<file path="src/rtl/mem_access_ctrl.sv">
// rtl/mem_access_ctrl.sv - requester-side controller for a single-port block RAM with read bursts and ready timeout
module mem_access_ctrl #(
    parameter int ADDR_W  = 16,
    parameter int DATA_W  = 16,
    parameter int LEN_W   = 4,
    parameter int TIMEOUT = 15
) (
    input  logic              clk,
    input  logic              rst_n,
    input  logic              req_valid,
    output logic              req_ready,
    input  logic              req_we,
    input  logic [ADDR_W-1:0] req_addr,
    input  logic [DATA_W-1:0] req_wdata,
    input  logic [LEN_W-1:0]  req_len,
    output logic              rsp_valid,
    input  logic              rsp_ready,
    output logic [DATA_W-1:0] rsp_data,
    output logic              rsp_last,
    output logic              rsp_err,
    output logic              busy,
    output logic              mem_readMem,
    output logic              mem_wren,
    output logic [ADDR_W-1:0] mem_address,
    output logic [DATA_W-1:0] mem_data,
    input  logic [DATA_W-1:0] mem_out,
    input  logic              mem_dataReady
);

    typedef enum logic [2:0] {
        IDLE,
        WRITE,
        RD_ISSUE,
        RD_WAIT,
        RESP
    } state_t;

    localparam logic [7:0] TMO_LIMIT = 8'(TIMEOUT);

    state_t            state;
    logic [ADDR_W-1:0] cur_addr;
    logic [LEN_W-1:0]  beats_left;
    logic [7:0]        tmo_cnt;

    // Acceptance is decoded from state alone, so a held req_valid cannot reach any output.
    assign req_ready = (state == IDLE);

    // Single FSM: every strobe and response field is registered on the transition into its state.
    always_ff @(posedge clk or negedge rst_n) begin
        if (!rst_n) begin
            state       <= IDLE;
            cur_addr    <= '0;
            beats_left  <= '0;
            tmo_cnt     <= '0;
            rsp_valid   <= 1'b0;
            rsp_data    <= '0;
            rsp_last    <= 1'b0;
            rsp_err     <= 1'b0;
            busy        <= 1'b0;
            mem_readMem <= 1'b0;
            mem_wren    <= 1'b0;
            mem_address <= '0;
            mem_data    <= '0;
        end else begin
            case (state)
                IDLE: begin
                    if (req_valid) begin
                        busy        <= 1'b1;
                        cur_addr    <= req_addr;
                        mem_address <= req_addr;
                        if (req_we) begin
                            beats_left <= '0;
                            mem_data   <= req_wdata;
                            mem_wren   <= 1'b1;
                            state      <= WRITE;
                        end else begin
                            beats_left  <= req_len;
                            mem_readMem <= 1'b1;
                            state       <= RD_ISSUE;
                        end
                    end
                end
                WRITE: begin
                    mem_wren  <= 1'b0;
                    mem_data  <= '0;
                    rsp_valid <= 1'b1;
                    rsp_data  <= '0;
                    rsp_last  <= 1'b1;
                    rsp_err   <= 1'b0;
                    state     <= RESP;
                end
                RD_ISSUE: begin
                    mem_readMem <= 1'b0;
                    tmo_cnt     <= '0;
                    state       <= RD_WAIT;
                end
                RD_WAIT: begin
                    if (mem_dataReady) begin
                        rsp_valid <= 1'b1;
                        rsp_data  <= mem_out;
                        rsp_last  <= (beats_left == '0);
                        rsp_err   <= 1'b0;
                        state     <= RESP;
                    end else begin
                        tmo_cnt <= tmo_cnt + 8'd1;
                        if (tmo_cnt + 8'd1 == TMO_LIMIT) begin
                            // Give up on the whole burst; the error beat is also the last one.
                            rsp_valid  <= 1'b1;
                            rsp_data   <= '0;
                            rsp_last   <= 1'b1;
                            rsp_err    <= 1'b1;
                            beats_left <= '0;
                            state      <= RESP;
                        end
                    end
                end
                RESP: begin
                    if (rsp_ready) begin
                        rsp_valid <= 1'b0;
                        if (beats_left != '0 && !rsp_err) begin
                            cur_addr    <= cur_addr + 1'b1;
                            mem_address <= cur_addr + 1'b1;
                            beats_left  <= beats_left - 1'b1;
                            mem_readMem <= 1'b1;
                            state       <= RD_ISSUE;
                        end else begin
                            busy  <= 1'b0;
                            state <= IDLE;
                        end
                    end
                end
                default: begin
                    busy  <= 1'b0;
                    state <= IDLE;
                end
            endcase
        end
    end

endmodule

</file>
<file path="config.mk">
export PLATFORM = sky130hd
export DESIGN_NAME = mem_access_ctrl
export DESIGN_NICKNAME = d
export VERILOG_FILES = /design/src/rtl/mem_access_ctrl.sv
export SDC_FILE = /design/constraint.sdc
export NUM_CORES = 1
export LEC_CHECK = 0
export BUFFER_PORTS_ARGS = -buffer_cell sky130_fd_sc_hd__buf_2
export CORE_UTILIZATION = 40
export CTS_CLUSTER_SIZE = 12
export DETAILED_ROUTE_END_ITERATION = 12
export PLACE_DENSITY_LB_ADDON = 0.12
export SYNTH_ARGS = -nofsm -noshare
export SYNTH_HDL_FRONTEND = slang
export SYNTH_SLANG_ARGS = --single-unit
export TNS_END_PERCENT = 50
</file>
<file path="constraint.sdc">
create_clock -name clk -period 1.8 [get_ports clk]
set_input_delay 0.36 -clock clk [delete_from_list [all_inputs] [get_ports clk]]
set_output_delay 0.36 -clock clk [all_outputs]
set_load 0.005 [all_outputs]
</file>
==> run_results.csv <==
group,metric,value,unit
drt,drt-initial-drc-count,180,
logic_synthesis,syn_nets,475,
finish,final_area,4882,µm²
timing,setup_tns,-9.570,ps
logic_synthesis,synth-edff-count,0,
drt,vias_per_cell,5.270,
floorplanning,core,8382,µm²
finish,diodes,0,
power_and_ir_drop,p_seq_share,35.4,%
setup_path,endpoint_kind,"register",
cts,cts_sinks,69,
global_routing,grt_pass1_vias,3132,
timing,finalHoldViolCount,1,
drt,ant_nets,0,
drt,post_drt_wl_per_cell,14.01,µm
logic_synthesis,ys_seq_area_share,48.76,%
logic_synthesis,synth_area,3541,µm²
floorplanning,die_w,96.09,µm
logic_synthesis,ys_seq_elements,69,
power_and_ir_drop,power.share.clock,21.0,%
logic_synthesis,syn_area_per_cell,8.594,µm²
power_and_ir_drop,p_int,0.004676,W
outcome,status,"complete, but fails checks",
setup_path,crit_path_cell_trace,"ha_4 -> and3_4 -> and3_4 -> o221a_4 -> a31o_4 -> mux2i_1 -> o31ai_1",
cts,cts.path.max_buffers,2,
drt,vias,3499,
power_and_ir_drop,p_switching,0.002827,W
logic_synthesis,synth.largest_area_cell,"dfrtp_1",
floorplanning,rows,33,
setup_path,cp_num_buf_inv,0,
global_routing,antenna_found_initial,0,
cts,clock_latency,350,ps
logic_synthesis,synthCells,412,
power_and_ir_drop,comb_power_share,43.6,%
finish,final_nets,617,
drt,drc,0,
setup_path,max_stage_delay,450,ps
power_and_ir_drop,p_leak,2.401,nW
setup_path,cp_max_fo,5,
cts,cts-root-buf,"clkbuf_8",
timing,maxSlewHeadroom,69.98,%
placed_design,dp_hpwl,6.486,mm
placed_design,io_buffers,112,
logic_synthesis,netlist.area_leader.share,48.76,%
logic_synthesis,ys_top_cells_by_area,"dfrtp_1 (49%), nand2_1 (9.8%), o21ai_0 (6.4%)",
floorplanning,io-pin-count,113,
setup_path,reg2reg_from,"tmo_cnt[1]$_DFFE_PN0P_",
floorplanning,initial_core_util,42.25,%
timing,setup_viol,1,
timing,layout_setup_ws,-9.570,ps
placed_design,place_ws,-103.4,ps
placed_design,gp_congestion,0.8196,
setup_path,crit_start,"tmo_cnt[1]$_DFFE_PN0P_",
global_routing,grt_pass1_wl,14.90,mm
power_and_ir_drop,p_sw_share,37.68,%
finish,final_core_util,58.25,%
logic_synthesis,ys.flop_type,"dfrtp_1",
job,cap_violations,0,
timing,rsz0062_at_grt,"yes",
timing,skew,9.503,ps
power_and_ir_drop,max-vdd-ir-drop,0.0007823,V
cts,clk_pin_slew_worst_paths,80,ps
setup_path,worstPathRequired,2030,ps
finish,final_cell_mix,"buf_2 (112), nand2_1 (91), dfrtp_1 (67), o21ai_0 (43), buf_4 (34)",
logic_synthesis,ys_warn_count,0,
finish,drive_gt1_share,35.60,%
timing,slew_violations,0,
logic_synthesis,async_flop_share,100.0,%
finish,area_delta_synth_final,37.88,%
setup_path,critPathMostFrequentCell,"and3_4",
floorplanning,fp.dieH,96.09,µm
setup_path,start_kind,"register",
setup_path,critPathSlowestCell,"dfrtp_2",
floorplanning,dieArea,9232,µm²
outcome,violations,"hold timing, setup timing",
cts,cts_tree,"yes",
logic_synthesis,synth_cell_types,50,
global_routing,grt-ovfl-total,0,
setup_path,crit_family,"compound AO/OA/AOI/OAI gates",
finish,num-fill-cells,796,
power_and_ir_drop,power_density,1537,nW/µm²
timing,tightest_slew,444.0,ps
timing,fmax,552.6,MHz
placed_design,placed_cell_area,4491,µm²
hold_path,hold_class,"in2async",
drt,firstDrtPassIters,4,
setup_path,crit_type,"reg2reg",
cts,cts_made_buffers,9,
timing,hold_slack,-1.376,ps
timing,period_minus_slack,1810,ps
global_routing,track_usage,21.10,%
global_routing,grt_max_degree,70,
finish,final_common_cell,"buf_2",
setup_path,cp.arrival,2040,ps
drt,wirelength,9.302,mm
timing,finalCritPeriodShare,100.5,%
cts,htree_levels,3,
-- worst reg2reg max path: stages, from the launching register on --
cell,delay [ps]
dfrtp_2,450
ha_4,180
and3_4,190
and3_4,160
o221a_4,230
a31o_4,250
mux2i_1,150
o31ai_1,80
-- path summary, 6_finish.rpt --
path / endpoint / slack (ps) / cells past startpoint
worst max-delay path: beats_left[2]$_DFFE_PN0P_ / -10 / 7
worst min-delay path: mem_data[12]$_DFFE_PN0P_ / -1 / 2
worst max register to register: beats_left[2]$_DFFE_PN0P_ / -10 / 7
worst min register to register: mem_wren$_DFFE_PN0P_ / 490 / 1
max in group asynchronous: tmo_cnt[1]$_DFFE_PN0P_ / 1440 / 2
min in group clk: mem_data[11]$_DFFE_PN0P_ / 210 / 3
-- cells by family (layout without fill, tap and decap cells) --
| logic type | Yosys count | in the layout | synth area share, % |
|---|---|---|---|
| DFF | 69 | 69 | 48.76 |
| and+or+nand+nor | 159 | 159 | 19.82 |
| buffers and inverters | 39 | 186 | 4.664 |
| muxes | 2 | 2 | 0.5654 |
| adders and majority gates | 5 | 5 | 1.767 |
| AOI/OAI and AO/OA | 136 | 136 | 23.92 |
| xor gates and xnor gates | 2 | 2 | 0.4948 |
-- metrics by stage --
step | total power (W) | instances
after CTS | 0.007457 | 661
after global placement | 0.005720 | 643
final | 0.007503 | 664
after floorplan | 0.004370 | 412
after detailed placement | 0.005805 | 643
after global routing | 0.008143 | 664
-- power by group through the flow --
| stage | Sequential, W | Combinational (W) | Clock (W) |
|---|---|---|---|
| after floorplan | 0.00265 | 0.00172 | 0 |
| after global placement | 0.00263 | 0.00309 | 0 |
| after detailed placement | 0.00265 | 0.00315 | 0 |
| after CTS | 0.00264 | 0.00320 | 0.00162 |
| after global routing | 0.00274 | 0.00371 | 0.00169 |
| final | 0.00266 | 0.00327 | 0.00158 |
-- synth_stat cells, types with 2 or more instances --
| cell type | count |
|---|---|
| nand2b_1 | 3 |
| a31o_2 | 2 |
| a22oi_1 | 17 |
| o21ai_1 | 2 |
| nand4_1 | 2 |
| dfrtp_1 | 69 |
| nor2b_1 | 3 |
| nor4_1 | 2 |
| a31oi_1 | 4 |
| nor2_1 | 23 |
| and3_1 | 9 |
| a21oi_1 | 35 |
| a22o_1 | 3 |
| ha_1 | 5 |
| clkbuf_1 | 13 |
| inv_1 | 14 |
| nand3_1 | 11 |
| a32oi_1 | 2 |
| o31ai_1 | 2 |
| a211oi_1 | 3 |
| o21ai_0 | 45 |
| o22ai_1 | 9 |
| nand2_1 | 92 |
| a311oi_1 | 2 |
| mux2i_1 | 2 |
| buf_2 | 9 |
| nor3_1 | 6 |
-- layout make-up --
class	instances	area, µm²	area share (%)
multi-input combinational	304	1752	35.88
sequential	69	1729	35.42
timing repair buffer	155	964.7	19.76
clock buffer	11	141.4	2.896
tap	105	131.4	2.691
clock inverter	5	107.6	2.204
inverter	15	56.30	1.153
-- state kept, by name, indices dropped and copies added, names as in the netlist --
name / cells
cur_addr: 16
mem_readMem: 1
tmo_cnt: 8
rsp_valid: 1
rsp_err: 1
mem_wren: 1
busy: 1
beats_left: 4
mem_data: 16
rsp_data: 16
rsp_last: 1
state: 3
-- layer usage --
layer / up-vias / track usage, % / routed length (µm)
met4: 0 / 6.095 / 97
met3: 9 / 7.109 / 638
met5: - / 0 / 0
met2: 107 / 31.91 / 4274
met1: 1636 / 28.64 / 4293
li1: 1747 / - / -
-- timing repair --
| item | 4_1_cts | 5_1_grt |
|---|---|---|
| buffers inserted | 2 | 3 |
| pin swaps | 4 | 4 |
| hold buffers | 0 | 0 |
| endpoints found under the setup margin | 23 | 37 |
| gates resized for setup | 9 | 17 |
(Power assumes the default switching activity.)
